$ cat src/rtl/lfsr_pkg.sv
// Shared constants for the LFSR pseudo-random source, plus a width-generic
// single-step function used as a reference for the sequence.
package lfsr_pkg;

  localparam bit MODE_FIB    = 1'b0;
  localparam bit MODE_GALOIS = 1'b1;

  localparam logic [31:0] DEFAULT_TAPS32 = 32'h80200003;
  localparam logic [31:0] DEFAULT_SEED32 = 32'h2048FAFA;

  // One LFSR step on the low 'width' bits of state (width 4..64).
  function automatic logic [63:0] lfsr_step(input logic [63:0] state,
                                            input logic [63:0] taps,
                                            input bit          mode,
                                            input int          width);
    logic [63:0] mask;
    logic [63:0] s;
    mask = (width >= 64) ? {64{1'b1}} : ((64'd1 << width) - 64'd1);
    s    = state & mask;
    if (mode == MODE_FIB)
      lfsr_step = ((s << 1) | {63'd0, ^(s & taps)}) & mask;
    else
      lfsr_step = ((s << 1) & mask) ^ (s[width-1] ? (taps & mask) : 64'd0);
  endfunction

endpackage

$ cat src/rtl/lfsr_step_comb.sv
// A single combinational LFSR step in either Fibonacci or Galois form.
module lfsr_step_comb
  import lfsr_pkg::*;
#(
  parameter int               WIDTH = 32,
  parameter logic [WIDTH-1:0] TAPS  = DEFAULT_TAPS32,
  parameter bit               MODE  = MODE_FIB
) (
  input  logic [WIDTH-1:0] state_in,
  output logic [WIDTH-1:0] state_next
);

  // Fibonacci folds the tapped bits into bit0; Galois XORs the taps in when the msb falls out.
  always_comb begin
    if (MODE == MODE_FIB)
      state_next = {state_in[WIDTH-2:0], ^(state_in & TAPS)};
    else
      state_next = {state_in[WIDTH-2:0], 1'b0} ^ ({WIDTH{state_in[WIDTH-1]}} & TAPS);
  end

endmodule

$ cat src/rtl/lfsr_prng.sv
// LFSR pseudo-random word source: STEPS chained steps per enabled cycle,
// seed load with zero-lockup recovery, valid/ready output of fully fresh words.
module lfsr_prng
  import lfsr_pkg::*;
#(
  parameter int               WIDTH = 32,
  parameter logic [WIDTH-1:0] TAPS  = DEFAULT_TAPS32,
  parameter logic [WIDTH-1:0] SEED  = DEFAULT_SEED32,
  parameter bit               MODE  = MODE_FIB,
  parameter int               STEPS = 1,
  parameter int               OUT_W = 8
) (
  input  logic             clk,
  input  logic             rst,
  input  logic             enable,
  input  logic             load_enable,
  input  logic [WIDTH-1:0] load_value,
  output logic [OUT_W-1:0] out_data,
  output logic             out_valid,
  input  logic             out_ready,
  output logic [WIDTH-1:0] state_out,
  output logic             lockup
);

  localparam int              CW      = $clog2(OUT_W + 1);
  localparam logic [CW-1:0]   STEPS_C = CW'(STEPS);
  localparam logic [CW-1:0]   FULL_C  = CW'(OUT_W);

  logic [WIDTH-1:0] state;
  logic [WIDTH-1:0] chain [STEPS+1];
  logic [WIDTH-1:0] stepped;
  logic [CW-1:0]    fresh_cnt;
  logic [CW-1:0]    fresh_next;
  logic [CW:0]      fresh_sum;
  logic             take;

  assign chain[0] = state;

  for (genvar g = 0; g < STEPS; g++) begin : g_step
    lfsr_step_comb #(
      .WIDTH (WIDTH),
      .TAPS  (TAPS),
      .MODE  (MODE)
    ) u_step (
      .state_in   (chain[g]),
      .state_next (chain[g+1])
    );
  end

  assign stepped   = chain[STEPS];
  assign take      = out_valid & out_ready;
  assign out_data  = state[OUT_W-1:0];
  assign state_out = state;

  // Fresh-bit count: load clears it, a take restarts it (keeping this cycle's steps), else saturating add.
  always_comb begin
    fresh_sum  = {1'b0, fresh_cnt} + {1'b0, STEPS_C};
    fresh_next = fresh_cnt;
    if (load_enable)
      fresh_next = '0;
    else if (take)
      fresh_next = enable ? STEPS_C : '0;
    else if (enable)
      fresh_next = (fresh_sum >= {1'b0, FULL_C}) ? FULL_C : fresh_sum[CW-1:0];
  end

  // State register with load/zero recovery, registered valid flag and lockup pulse.
  always_ff @(posedge clk) begin
    if (rst) begin
      state     <= SEED;
      fresh_cnt <= '0;
      out_valid <= 1'b0;
      lockup    <= 1'b0;
    end else begin
      lockup    <= 1'b0;
      fresh_cnt <= fresh_next;
      out_valid <= (fresh_next == FULL_C);
      if (load_enable) begin
        if (load_value == '0) begin
          state  <= SEED;
          lockup <= 1'b1;
        end else begin
          state <= load_value;
        end
      end else if (enable) begin
        // A zero state would freeze the generator; substitute the seed instead.
        if (stepped == '0) begin
          state  <= SEED;
          lockup <= 1'b1;
        end else begin
          state <= stepped;
        end
      end
    end
  end

endmodule

$ cat config.mk
export PLATFORM = sky130hd
export DESIGN_NAME = lfsr_prng
export DESIGN_NICKNAME = d
export VERILOG_FILES = /design/src/rtl/lfsr_pkg.sv /design/src/rtl/lfsr_step_comb.sv /design/src/rtl/lfsr_prng.sv
export SDC_FILE = /design/constraint.sdc
export NUM_CORES = 1
export LEC_CHECK = 0
export CAP_MARGIN = 5
export CORE_UTILIZATION = 35
export DETAILED_ROUTE_END_ITERATION = 12
export PLACE_DENSITY = 0.62
export SLEW_MARGIN = 20
export SYNTH_ARGS = -nofsm -noshare
export SYNTH_HDL_FRONTEND = slang
export SYNTH_HIERARCHICAL = 1
export SYNTH_SLANG_ARGS = --single-unit
$ cat constraint.sdc
create_clock -name clk -period 3.36 [get_ports clk]
set_clock_uncertainty 0.1 [all_clocks]
set_input_delay 0.672 -clock clk [delete_from_list [all_inputs] [get_ports clk]]
set_output_delay 0.672 -clock clk [all_outputs]
set_load 0.02 [all_outputs]
==> impl_metrics.env <==
export IMPL_hold_violations=0
export IMPL_synth_top_family_by_area="simple AND/OR/NAND/NOR gates"
export IMPL_drc=0
export IMPL_whs_ps=417
export IMPL_synth_most_common_cell="nor2_1"
export IMPL_synth_xor_area_share_pct=1.15
export IMPL_utilization_pct=45.5
export IMPL_synth_compound_area_share_pct=10.9
export IMPL_synth_fp_nets=319
export IMPL_cts_sinks=38
export IMPL_grt_total_usage_pct=17.6
export IMPL_num_vias=2030
export IMPL_dieHeight_um=82.7
export IMPL_dp_cells=381
export IMPL_chipWidth_um=82.7
export IMPL_syn_inst=280
export IMPL_ir_worst_vdd_mv=0.165
export IMPL_antenna_found_initial=0
export IMPL_p_leak_nw=1.12
export IMPL_clk_latency_ps=300
export IMPL_cp_arrival_ps=2630
export IMPL_setup_slack_ps=859
export IMPL_hold_buffers=0
export IMPL_fmax_ghz=0.400
export IMPL_coreArea_um2=6310
export IMPL_status="finished clean"
export IMPL_synth_top_area_share_pct=33.4
export IMPL_area_growth_pct=26.1
export IMPL_overflow=0
export IMPL_syn_area_um2=2280
export IMPL_h_tree_depth=2
export IMPL_nets=350
export IMPL_yosys_area_share_adder_pct=1.10
export IMPL_setup_viol=0
export IMPL_ys_ff_latch=38
export IMPL_finalNonFillerCells=389
export IMPL_drtIter0Drc=100
export IMPL_dp_hpwl_um=4120
export IMPL_fillers=659
export IMPL_cts_root_buffer="clkbuf_8"
export IMPL_post_cts_buffers=0
export IMPL_start_kind="input port"
export IMPL_criticalPathCategory="in -> reg"
export IMPL_yosysSeqAreaShare_pct=33.4
export IMPL_post_route_cells_drive_above_1_share_pct=4.81
export IMPL_wl_per_cell_um=14.8
export IMPL_antenna_left=0
export IMPL_final_area_um2=2870
export IMPL_place_congestion=0.801
export IMPL_first_pass_iters=4
export IMPL_io_buffers=78
export IMPL_end_kind="flop"
export IMPL_path_max_fanout=16
export IMPL_cts_max_path_buffers=2
export IMPL_ys_top_cells_by_count="nor2_1 (49), buf_4 (39), dfxtp_1 (38)"
export IMPL_drv_cap=0
export IMPL_cts_made_buffers=5
export IMPL_postCtsResizedCells=0
export IMPL_wl_um=5740
export IMPL_viasPerCell=5.22
export IMPL_yosys_most_used_dff="dfxtp_1"
export IMPL_cts_tree="built"
export IMPL_synth_simple_gate_area_share_pct=21.8
export IMPL_synth_edf_count=0
export IMPL_min_period_ps=2500
export IMPL_slew_violations=0
export IMPL_synth_warnings=6
export IMPL_synth_distinct_cells=27
export IMPL_worst_path_max_delay_cell="or3_1"
export IMPL_die_area_um2=6830
export IMPL_hold_path_class="reg -> reg"
export IMPL_synth_top_area_cell="dfxtp_1"
export IMPL_finalSetupTns_ps=0
export IMPL_total_power_mw=1.13
export IMPL_num_rows=29
export IMPL_pwr_density_cell_nw_per_um2=392
export IMPL_worst_pin_slew_ps=911
export IMPL_worstPathRequired_ps=3490
export IMPL_synthTopCellsByArea="dfxtp_1 (33%), mux2i_1 (14%), buf_4 (13%)"
export IMPL_place_area_um2=2780
export IMPL_clk_pin_slew_ps=80
export IMPL_diodes=0
export IMPL_pre_cts_ws_ps=673
export IMPL_grt_pass1_wl_um=8890
export IMPL_initial_utilization_pct=36.1
export IMPL_muxShareOfSynthArea_pct=14.1
export IMPL_finalCritPeriodShare_pct=74.4
export IMPL_grt_pass1_vias=1802
export IMPL_ios=79
export IMPL_grt_max_degree=66
export IMPL_rsz0062_at_grt="false"
export IMPL_max_slew_margin_pct=39.1
export IMPL_crit_chain="clkdlybuf4s50_1, nor4_1, nand4_1, or3_1, a21oi_1"
export IMPL_cpPeakStageDelay_ps=630
export IMPL_syn_avg_cell_area_um2=8.13
export IMPL_async_flop_share_pct=0
## flip-flops by register name (all words and copies together), names as in the netlist
register   flops
fresh_cnt      4
state_out     32
out_valid      1
lockup         1
## final timing paths
| path | from | to | slack (ps) | cells after the start |
|---|---|---|---|---|
| worst max register to register | state_out[1] | lockup | 1250 | 6 |
| worst min register to register | fresh_cnt[2] | fresh_cnt[2] | 420 | 2 |
| worst min-delay path | fresh_cnt[2] | fresh_cnt[2] | 420 | 2 |
| worst max-delay path | load_value[10] | lockup | 860 | 5 |
## cells in the final DEF, fill, tap and decap left out, types with 2 or more instances in the layout
master	Yosys	layout
nand2_1	8	8
nor2_1	49	49
buf_4	39	4
a211oi_1	17	17
nor3_1	2	2
nor4_1	15	15
or3_1	3	3
clkdlybuf4s50_1	0	76
inv_1	2	2
xnor2_1	2	2
a21oi_1	21	21
nor2b_1	3	3
ha_1	2	2
buf_2	5	2
nand3_1	20	20
mux2i_1	32	32
clkbuf_8	0	6
nand4_1	2	2
dfxtp_1	38	38
## worst max-delay path: cells and delay by family
family,cells,cell delay (ps)
AOI/OAI and AO/OA,1,210
buffers and inverters,1,420
and+or+nand+nor,3,1320
## kinds of logic after synthesis
family / after synthesis
muxes: 32
buffers and inverters: 60
xor gates and xnor gates: 3
and+or+nand+nor: 105
DFF: 38
adders and majority gates: 2
AOI/OAI and AO/OA: 40
## power by group
part | leakage, nW | internal, mW | switching [mW] | total, mW
combinational | 0.756 | 0.147 | 0.137 | 0.284
clock | 0.0482 | 0.166 | 0.162 | 0.327
sequential | 0.315 | 0.479 | 0.0363 | 0.515
total | 1.12 | 0.791 | 0.335 | 1.13
## cell type report
type	instances	area [µm²]	area share, %
Multi-Input combinational cell	182	1110	38.8
Timing Repair Buffer	82	801	27.9
Sequential cell	38	761	26.5
Tap cell	77	96.3	3.36
Clock buffer	7	86.3	3.01
Inverter	2	7.51	0.261
Clock inverter	1	5.00	0.174
## layer usage
layer	track usage (%)	share of wire (%)	wire (µm)
met4	5.69	0.92	53
met5	0	0	0
met1	23.3	45	2580
met3	4.07	5.2	298
met2	27.9	49	2810
Power figures use the tool's default switching activity.
==> RTL change: new RTL, same settings <==
Set the parameter `OUT_W` to 4 (it was 8).
--- a/src/rtl/lfsr_prng.sv
+++ b/src/rtl/lfsr_prng.sv
@@ -10,3 +10,3 @@
   parameter int               STEPS = 1,
-  parameter int               OUT_W = 8
+  parameter int               OUT_W = 4
 ) (
Interface: changed (resized out_data); port bits go from 79 to 75. No check against the original RTL was run, so the function may have changed too.
==> RTL change against the unedited design <==
  * Design area fell by 2.4%
  * Synthesized area fell by 3.1%
  * First-iteration DRC count grew 46%
  * Power is 3.4% higher
  * Setup slack better by 0.11 ns
  * Sequential share of layout area fell by 0.064 points
  * Die area fell by 3.0%
  * Wire length fell by 5.8%
  * Count of clock-buffer cells in the layout fell by 2
  * Maximum frequency grew 4.6%
  * Synthesized cell count decreased by 3.9%
  * Sequential cell count shrank 1
  * Critical path type unchanged
==> RTL change: results (changes against the unedited design) <==
| Metric | Value |
|---|---|
| Power Total | 1.164 mW (was 1.126 mW) |
| Net Switching | 0.3341 mW (was 0.3347 mW) |
| Post-DP HPWL | 3.731 mm (was 4.115 mm) |
| Vias | 1942 (was 2030) |
| Post-placement cell count | 366 (was 381) |
| P_comb | 0.270 mW (was 0.284 mW) |
| Register share of total power | 43.1% (was 45.8%) |
| RePlAce Congestion | 0.8106 (was 0.8007) |
| Sequential area share after synthesis | 33.56% (was 33.41%) |
| DRT Wirelength | 5.409 mm (was 5.740 mm) |
| Pre-CTS WS | 0.6864 ns (was 0.6730 ns) |
| Synth area leaders | dfxtp_1 34%, mux2i_1 14%, buf_4 12% (was dfxtp_1 33%, mux2i_1 14%, buf_4 13%) |
| Proportion of layout cells with a drive suffix above 1 | 5.351% (was 4.808%) |
| Total CTS buffers | 5 (unchanged) |
| Final nets | 336 (was 350) |
| Crit path launch | load_value[11] (was load_value[10]) |
| Area added between synthesis and finish | 26.98% (was 26.10%) |
| Lkg Pwr | 1.100 nW (was 1.119 nW) |
| Yosys cell types | 28 (was 27) |
| Status | completed (unchanged) |
| Vias per inst | 5.193 (was 5.219) |
| Largest net degree at the start of global routing | 67 (was 66) |
| Iter 0 DRT Violations | 146 (was 100) |
| Post-Syn Nets | 307 (was 319) |
| Worst reg-to-reg setup slack | 1.22 ns (was 1.25 ns) |
| First-pass GRT wire length | 8.445 mm (was 8.894 mm) |
| Worst Path Arrival | 2.52 ns (was 2.63 ns) |
| Hold depth | 1 (was 2) |
| FF-to-FF End | lockup (unchanged) |
| Minimum clock period | 2.390 ns (was 2.501 ns) |
| Vias in the first global route | 1717 (was 1802) |
| Syn_area_per_cell | 8.205 um^2 (was 8.133 um^2) |
| Clk pin slew, worst setup/hold paths | 0.09 ns |
| GRT Total Usage | 16.69% (was 17.56%) |
| Peak supply drop | 159.2 uV (was 165.5 uV) |
| FF-to-FF Start | state_out[21] (was state_out[1]) |
| Fillers | 599 (was 659) |
| Post-Place Cell Area | 2688 um^2 (was 2780 um^2) |
| Worst Tran Pin Value | 0.6452 ns (was 0.9111 ns) |
| Top post-synthesis cells by count | 51 x nor2_1, 37 x dfxtp_1, 35 x buf_4 (was 49 x nor2_1, 39 x buf_4, 38 x dfxtp_1) |
| Port bufs | 74 (was 78) |
| CTS root buf | clkbuf_8 (unchanged) |
RTL change: changes by cell type after synthesis, sizes merged, moves of 2 or more:
cell | unedited run | this run
nand3 | 20 | 17
inv | 2 | 0
nand2 | 8 | 5
nor2 | 49 | 51
buf | 48 | 45
RTL change: layout make-up:
cell class	count	share of cell area (%)
Clock buffer	5	2.455
Clock inverter	3	1.652
Multi-Input combinational cell	177	39.24
Sequential cell	37	26.43
Tap cell	75	3.348
Timing Repair Buffer	77	26.87
RTL change: worst min-delay path by stage:
stage	from	slack, ns	endpoint
finish	fresh_cnt[2]	0.48	fresh_cnt[2]
global route	fresh_cnt[2]	0.50	fresh_cnt[2]
CTS	fresh_cnt[2]	0.47	fresh_cnt[2]
detailed placement	fresh_cnt[2]	0.46	fresh_cnt[2]
global placement	fresh_cnt[2]	0.45	fresh_cnt[2]
floorplan	fresh_cnt[2]	0.42	fresh_cnt[2]
RTL change: critical path, cell delays in order:
cell             delay, ns
clkdlybuf4s50_1       0.43
nor4_1                0.42
nand4_1               0.13
or3_1                 0.62
a21oi_1               0.23
RTL change: routing by layer:
metal / up-vias / wire (um) / global-route usage [%]
met4: 0 / 42 / 6.964
li1: 979 / - / -
met1: 896 / 2664 / 23.16
met3: 2 / 289 / 2.556
met5: - / 0 / 0
met2: 65 / 2414 / 25.50
RTL change: kinds of logic (layout without fill, tap and decap cells):
group / after synthesis / after routing / share of synthesized area (%)
compound gates: 42 / 42 / 11.96
simple gates: 99 / 99 / 21.65
buf+inv: 55 / 85 / 16.61
fa+ha+maj: 1 / 1 / 0.5668
mux: 31 / 31 / 14.06
flops: 37 / 37 / 33.56
xor+xnor: 4 / 4 / 1.588
